===== src/rtl/ysyx_22050499_lsu.sv =====
// Load/store unit: holds one EXU bundle, runs a single-beat bus access,
// and hands the aligned/extended result to writeback.
module ysyx_22050499_lsu #(
    parameter int TIMEOUT = 255
) (
    input  logic         clock,
    input  logic         reset,
    input  logic         mem_in_valid,
    output logic         mem_in_ready,
    input  logic [148:0] mem_in_bits,
    output logic         mem_out_valid,
    input  logic         mem_out_ready,
    output logic [108:0] mem_out_bits,
    output logic [31:0]  mem_pc,
    output logic [4:0]   mem_Rd,
    output logic         req_valid,
    input  logic         req_ready,
    output logic         req_we,
    output logic [31:0]  req_addr,
    output logic [31:0]  req_wdata,
    output logic [3:0]   req_wstrb,
    input  logic         resp_valid,
    input  logic [31:0]  resp_rdata,
    input  logic         resp_err,
    output logic         lsu_exc
);

    typedef enum logic [1:0] {IDLE, REQ, RESP, DONE} state_t;

    state_t       state, state_n;
    logic [148:0] bundle;
    logic [31:0]  rd_q;
    logic         we_q;
    logic         exc_q;
    logic [7:0]   cnt;

    logic        accept, in_mem, in_mis, timeout;
    logic [2:0]  in_w;
    logic [31:0] in_addr;
    logic [2:0]  b_w;
    logic [31:0] b_addr, b_rs2, shifted, load_data;
    logic        b_ld, b_st;
    logic        unused_sext;

    assign in_w    = mem_in_bits[50:48];
    assign in_addr = mem_in_bits[114:83];
    assign in_mem  = mem_in_bits[148] | mem_in_bits[44];
    assign in_mis  = in_mem & ((in_w == 3'b001 & in_addr[0]) |
                     (in_w != 3'b000 & in_w != 3'b001 & |in_addr[1:0]));

    assign b_w    = bundle[50:48];
    assign b_addr = bundle[114:83];
    assign b_rs2  = bundle[82:51];
    assign b_st   = bundle[44];
    assign b_ld   = bundle[148] & ~bundle[44];
    assign unused_sext = ^bundle[47:46];

    assign mem_in_ready = (state == IDLE) | (state == DONE & mem_out_ready);
    assign accept  = mem_in_valid & mem_in_ready;
    assign timeout = (cnt == 8'(TIMEOUT - 1));

    // Lane select by byte offset, then extend per access width
    assign shifted = resp_rdata >> {b_addr[1:0], 3'b000};
    always_comb begin
        load_data = shifted;
        unique case (b_w)
            3'b000:  load_data = {{24{bundle[45] & shifted[7]}}, shifted[7:0]};
            3'b001:  load_data = {{16{bundle[45] & shifted[15]}}, shifted[15:0]};
            default: load_data = shifted;
        endcase
    end

    always_ff @(posedge clock or negedge reset) begin
        if (!reset) state <= IDLE;
        else        state <= state_n;
    end

    always_comb begin
        state_n = state;
        unique case (state)
            IDLE: if (accept) state_n = (in_mem & ~in_mis) ? REQ : DONE;
            REQ:  if (req_ready) state_n = RESP;
            RESP: if (resp_valid | timeout) state_n = DONE;
            DONE: if (mem_out_ready)
                      state_n = !accept ? IDLE :
                                (in_mem & ~in_mis) ? REQ : DONE;
            default: state_n = IDLE;
        endcase
    end

    always_comb begin
        req_valid     = 1'b0;
        mem_out_valid = 1'b0;
        unique case (state)
            REQ:     req_valid = 1'b1;
            DONE:    mem_out_valid = 1'b1;
            default: ;
        endcase
    end

    assign req_we    = req_valid & b_st;
    assign req_addr  = req_valid ? b_addr : 32'h0;
    always_comb begin
        req_wdata = 32'h0;
        req_wstrb = 4'h0;
        if (req_valid & b_st) begin
            unique case (b_w)
                3'b000: begin
                    req_wdata = {4{b_rs2[7:0]}};
                    req_wstrb = 4'b0001 << b_addr[1:0];
                end
                3'b001: begin
                    req_wdata = {2{b_rs2[15:0]}};
                    req_wstrb = 4'b0011 << b_addr[1:0];
                end
                default: begin
                    req_wdata = b_rs2;
                    req_wstrb = 4'b1111;
                end
            endcase
        end
    end

    assign mem_pc  = (state != IDLE) ? bundle[147:116] : 32'h0;
    assign mem_Rd  = (state != IDLE & bundle[0]) ? bundle[6:2] : 5'h0;
    assign lsu_exc = exc_q;
    assign mem_out_bits = {bundle[147:115], rd_q, bundle[43:1], we_q};

    always_ff @(posedge clock or negedge reset) begin
        if (!reset) begin
            bundle <= '0;
            rd_q   <= '0;
            we_q   <= 1'b0;
            exc_q  <= 1'b0;
            cnt    <= '0;
        end else begin
            exc_q <= 1'b0;
            if (accept) begin
                bundle <= mem_in_bits;
                rd_q   <= mem_in_bits[114:83];
                we_q   <= mem_in_bits[0] & ~in_mis;
                exc_q  <= in_mis;
            end
            if (state == RESP) begin
                if (!resp_valid && cnt != 8'hFF) cnt <= cnt + 8'd1;
                if ((resp_valid & resp_err) | (~resp_valid & timeout)) begin
                    rd_q  <= '0;
                    we_q  <= 1'b0;
                    exc_q <= 1'b1;
                end else if (resp_valid & b_ld & bundle[11:10] == 2'b01) begin
                    rd_q <= load_data;
                end
            end else begin
                cnt <= '0;
            end
        end
    end

endmodule


===== config.mk =====
export PLATFORM = sky130hd
export DESIGN_NAME = ysyx_22050499_lsu
export DESIGN_NICKNAME = d
export VERILOG_FILES = /design/src/rtl/ysyx_22050499_lsu.sv
export SDC_FILE = /design/constraint.sdc
export NUM_CORES = 1
export LEC_CHECK = 0
export CAP_MARGIN = 20
export CELL_PAD_IN_SITES_DETAIL_PLACEMENT = 0
export CELL_PAD_IN_SITES_GLOBAL_PLACEMENT = 1
export CORE_ASPECT_RATIO = 1.5
export CORE_UTILIZATION = 34
export CTS_CLUSTER_SIZE = 12
export DETAILED_ROUTE_END_ITERATION = 16
export PLACE_DENSITY = 0.95
export SLEW_MARGIN = 20
export SYNTH_ARGS = -nofsm -noshare
export SYNTH_HDL_FRONTEND = slang
export SYNTH_SLANG_ARGS = --single-unit

===== constraint.sdc =====
create_clock -name clock -period 3.15 [get_ports clock]
set_input_delay 0.7875 -clock clock [delete_from_list [all_inputs] [get_ports clock]]
set_output_delay 0.7875 -clock clock [all_outputs]
set_load 0.03 [all_outputs]

==> impl_metrics.tcl <==
set metrics [dict create \
    status "finished clean" \
    yosys.area_share.xor_xnor_pct 0.601 \
    die_h_um 214 \
    synth_top_family_by_area "simple AND/OR/NAND/NOR gates" \
    clk_latency_ns 0.45 \
    syn_area_sq_mm 0.0102 \
    drv_slew 0 \
    drive_gt1_share_pct 8.43 \
    rows 77 \
    drtIter0Drc 430 \
    synth_mux_area_share_pct 2.66 \
    hold_viol 0 \
    worst-slew-pin-transition_ns 0.823 \
    cts-hold-fix-buffers 0 \
    cts-root-buf "clkbuf_16" \
    dr.pass1.iters 5 \
    cts_buffers 17 \
    arrival_ns 2.28 \
    path_cells "or2_4 -> and2_1 -> clkdlybuf4s50_1" \
    crit_type "flop to output pin" \
    fill_cells 2793 \
    grt_pass1_vias 9250 \
    synth_async_sr_flop_share_pct 100 \
    cts_tree "yes" \
    period_share_pct 97.3 \
    htreeDepth 4 \
    clock_sinks 191 \
    cp_top_family "buffers and inverters" \
    design.die.area_sq_mm 0.0307 \
    via_per_inst 4.80 \
    total_leakage_power_nw 6.69 \
    synth_edf_count 0 \
    ys_warn_count 0 \
    grt_use_total_pct 22.9 \
    ys_seq_area_share_pct 46.9 \
    hold_ws_ns 0.367 \
    die_x_um 143 \
    rsz0062_at_grt "false" \
    ir_drop_mv 0.446 \
    setup_violations 0 \
    antenna_found_initial 4 \
    fin_setup_tns_ns 0 \
    io_pins 407 \
    synth_top_flop_cell "dfrtp_1" \
    slew_headroom_pct 45.1 \
    slowest_delay_ns 0.68 \
    portBuffers 404 \
    synth_cell_types 51 \
    period_minus_slack_ns 3.06 \
    clock_path_buffers 2 \
    post-place-cells 1883 \
    grt_pass1_wl_mm 52.6 \
    r2r_slack_ns 0.92 \
    min_path_type "primary input to async pin" \
    synth_compound_area_share_pct 11.6 \
    reg2reg_from "bundle[84]" \
    nNetsFinal 1697 \
    ant_nets 0 \
    coreArea_sq_mm 0.0295 \
    post-route-drc-count 0 \
    initial_utilization_pct 34.6 \
    gr-total-overflow 0 \
    yosys.area_share.simple_pct 27.2 \
    crit_buf_inv 1 \
    start_kind "flop" \
    layout.cells.non_filler 1919 \
    synth_area_per_cell_sq_um 8.44 \
    r2r-end "rd_q[15]" \
    max_freq_ghz 0.326 \
    drv_cap 0 \
    synth_adder_area_share_pct 0.245 \
    rr_worst_depth 5 \
    powerDensity_mw_per_mm2 1020 \
    critical_path_required_ns 2.36 \
    post-route-util_pct 49.7 \
    grt_max_degree 82 \
    ys_ff_latch 191 \
    cp-end-kind "output pin" \
    synthCells 1208 \
    cp_slowest_cell "clkdlybuf4s50_1" \
    p_total_w 0.0149 \
    routed_wl_mm 34.7 \
    hpwl_mm 26.0 \
    post-cts-setup-buffer-count 0 \
    wl_per_cell_um 18.1 \
    num_vias 9214 \
    path_clk_slew_ns 0.07 \
    place_congestion 0.861 \
    area_growth_pct 43.6 \
    synth_fp_nets 1398 \
    crit_fanout 38 \
    skew_ns 0.0153 \
]
-- placed cells by master, fill, tap and decap left out, types with 9 or more instances in the layout --
master           instances
o211ai_1                24
buf_4                   56
a311oi_1                 9
a221oi_2                10
clkbuf_16               17
clkdlybuf4s50_1        370
nor2_1                  24
buf_12                  12
o21ai_0                 12
and3_1                  15
inv_1                   14
mux2i_1                 26
or3_1                    9
nand2_1                502
a211oi_1                12
dfrtp_1                190
and2_1                  65
nor2b_1                 10
a21oi_1                 55
-- state kept, by name (all words and copies together), names as in the netlist --
name and flops:
bundle 147, rd_q 32, cnt 8, state 2, lsu_exc 1, we_q 1
-- repair_timing --
action / in CTS / in global routing
setup endpoints to repair: 37 / 6
pin swaps: 0 / 1
resized for setup: 1 / 3
-- worst max path at each step --
stage / slack (ns) / start / depth (start not counted) / end
after floorplan: 0.37 / bundle[49] / 5 / req_wdata[30]
after global placement: 0.41 / mem_out_ready / 4 / mem_in_ready
after detailed placement: 0.38 / mem_in_valid / 5 / rd_q[31]
after CTS: 0.04 / state[0] / 6 / req_wdata[11]
after global routing: 0.0008 / state[1] / 3 / mem_pc[2]
final: 0.09 / state[1] / 3 / mem_pc[9]
-- cell type report --
| cell class | instances | area [sq um] | share of cell area, % |
|---|---|---|---|
| Sequential cell | 191 | 4780 | 32.7 |
| Timing Repair Buffer | 440 | 4390 | 30.0 |
| Multi-Input combinational cell | 843 | 4340 | 29.7 |
| Tap cell | 395 | 494 | 3.38 |
| Clock buffer | 23 | 488 | 3.33 |
| Clock inverter | 8 | 81.3 | 0.555 |
| Inverter | 14 | 52.6 | 0.359 |
| Antenna cell | 5 | 12.5 | 0.0855 |
-- per-stage QoR --
| step | setup WS [ns] | cell area [sq um] |
|---|---|---|
| floorplan | 0.368 | 10200 |
| global placement | 0.411 | 14000 |
| detailed placement | 0.381 | 14000 |
| CTS | 0.0438 | 14600 |
| global route | 0.000753 | 14600 |
| finish | 0.0862 | 14600 |
-- routing by layer --
metal / share of wire, % / wire length (um) / track usage [%] / vias to the layer above
met5: 0 / 0 / 0 / -
met1: 37 / 12900 / 24.1 / 4368
li1: - / - / - / 4455
met3: 7.1 / 2470 / 6.88 / 65
met2: 52 / 18000 / 40.7 / 326
met4: 4.0 / 1390 / 11.3 / 0
-- report_power, final --
group,internal (W),switching (W)
Sequential,0.00355,0.000831
Clock,0.00117,0.000971
Combinational,0.00335,0.00501
Total,0.00807,0.00682
-- cell usage after synthesis, types with 2 or more instances --
cell type / instances / area share, %
nand2_1: 502 / 18
dfrtp_1: 191 / 47
buf_4: 95 / 7.0
and2_1: 65 / 4.0
a21oi_1: 56 / 2.7
buf_2: 28 / 1.4
clkbuf_1: 27 / 0.99
mux2i_1: 26 / 2.6
nor2_1: 24 / 0.88
o211ai_1: 24 / 1.8
and3_1: 15 / 0.92
inv_1: 14 / 0.52
a211oi_1: 12 / 0.88
o21ai_0: 12 / 0.59
nor2b_1: 11 / 0.67
a221oi_2: 10 / 1.5
a311oi_1: 9 / 0.77
or3_1: 9 / 0.55
a211o_1: 8 / 0.69
buf_6: 8 / 0.88
o2bb2ai_1: 8 / 0.69
a221oi_1: 7 / 0.60
xnor2_1: 7 / 0.60
nand4b_1: 4 / 0.34
or2_2: 3 / 0.18
a31o_2: 2 / 0.17
a31oi_1: 2 / 0.12
buf_1: 2 / 0.074
ha_1: 2 / 0.25
nand2b_1: 2 / 0.12
nand3_1: 2 / 0.098
nor3_2: 2 / 0.20
-- cells by family after synthesis --
kind of cell / Yosys count
simple gates: 647
buf+inv: 174
flops: 191
compound gates: 160
mux: 27
xor+xnor: 7
fa+ha+maj: 2
Power figures use the tool's default switching activity.
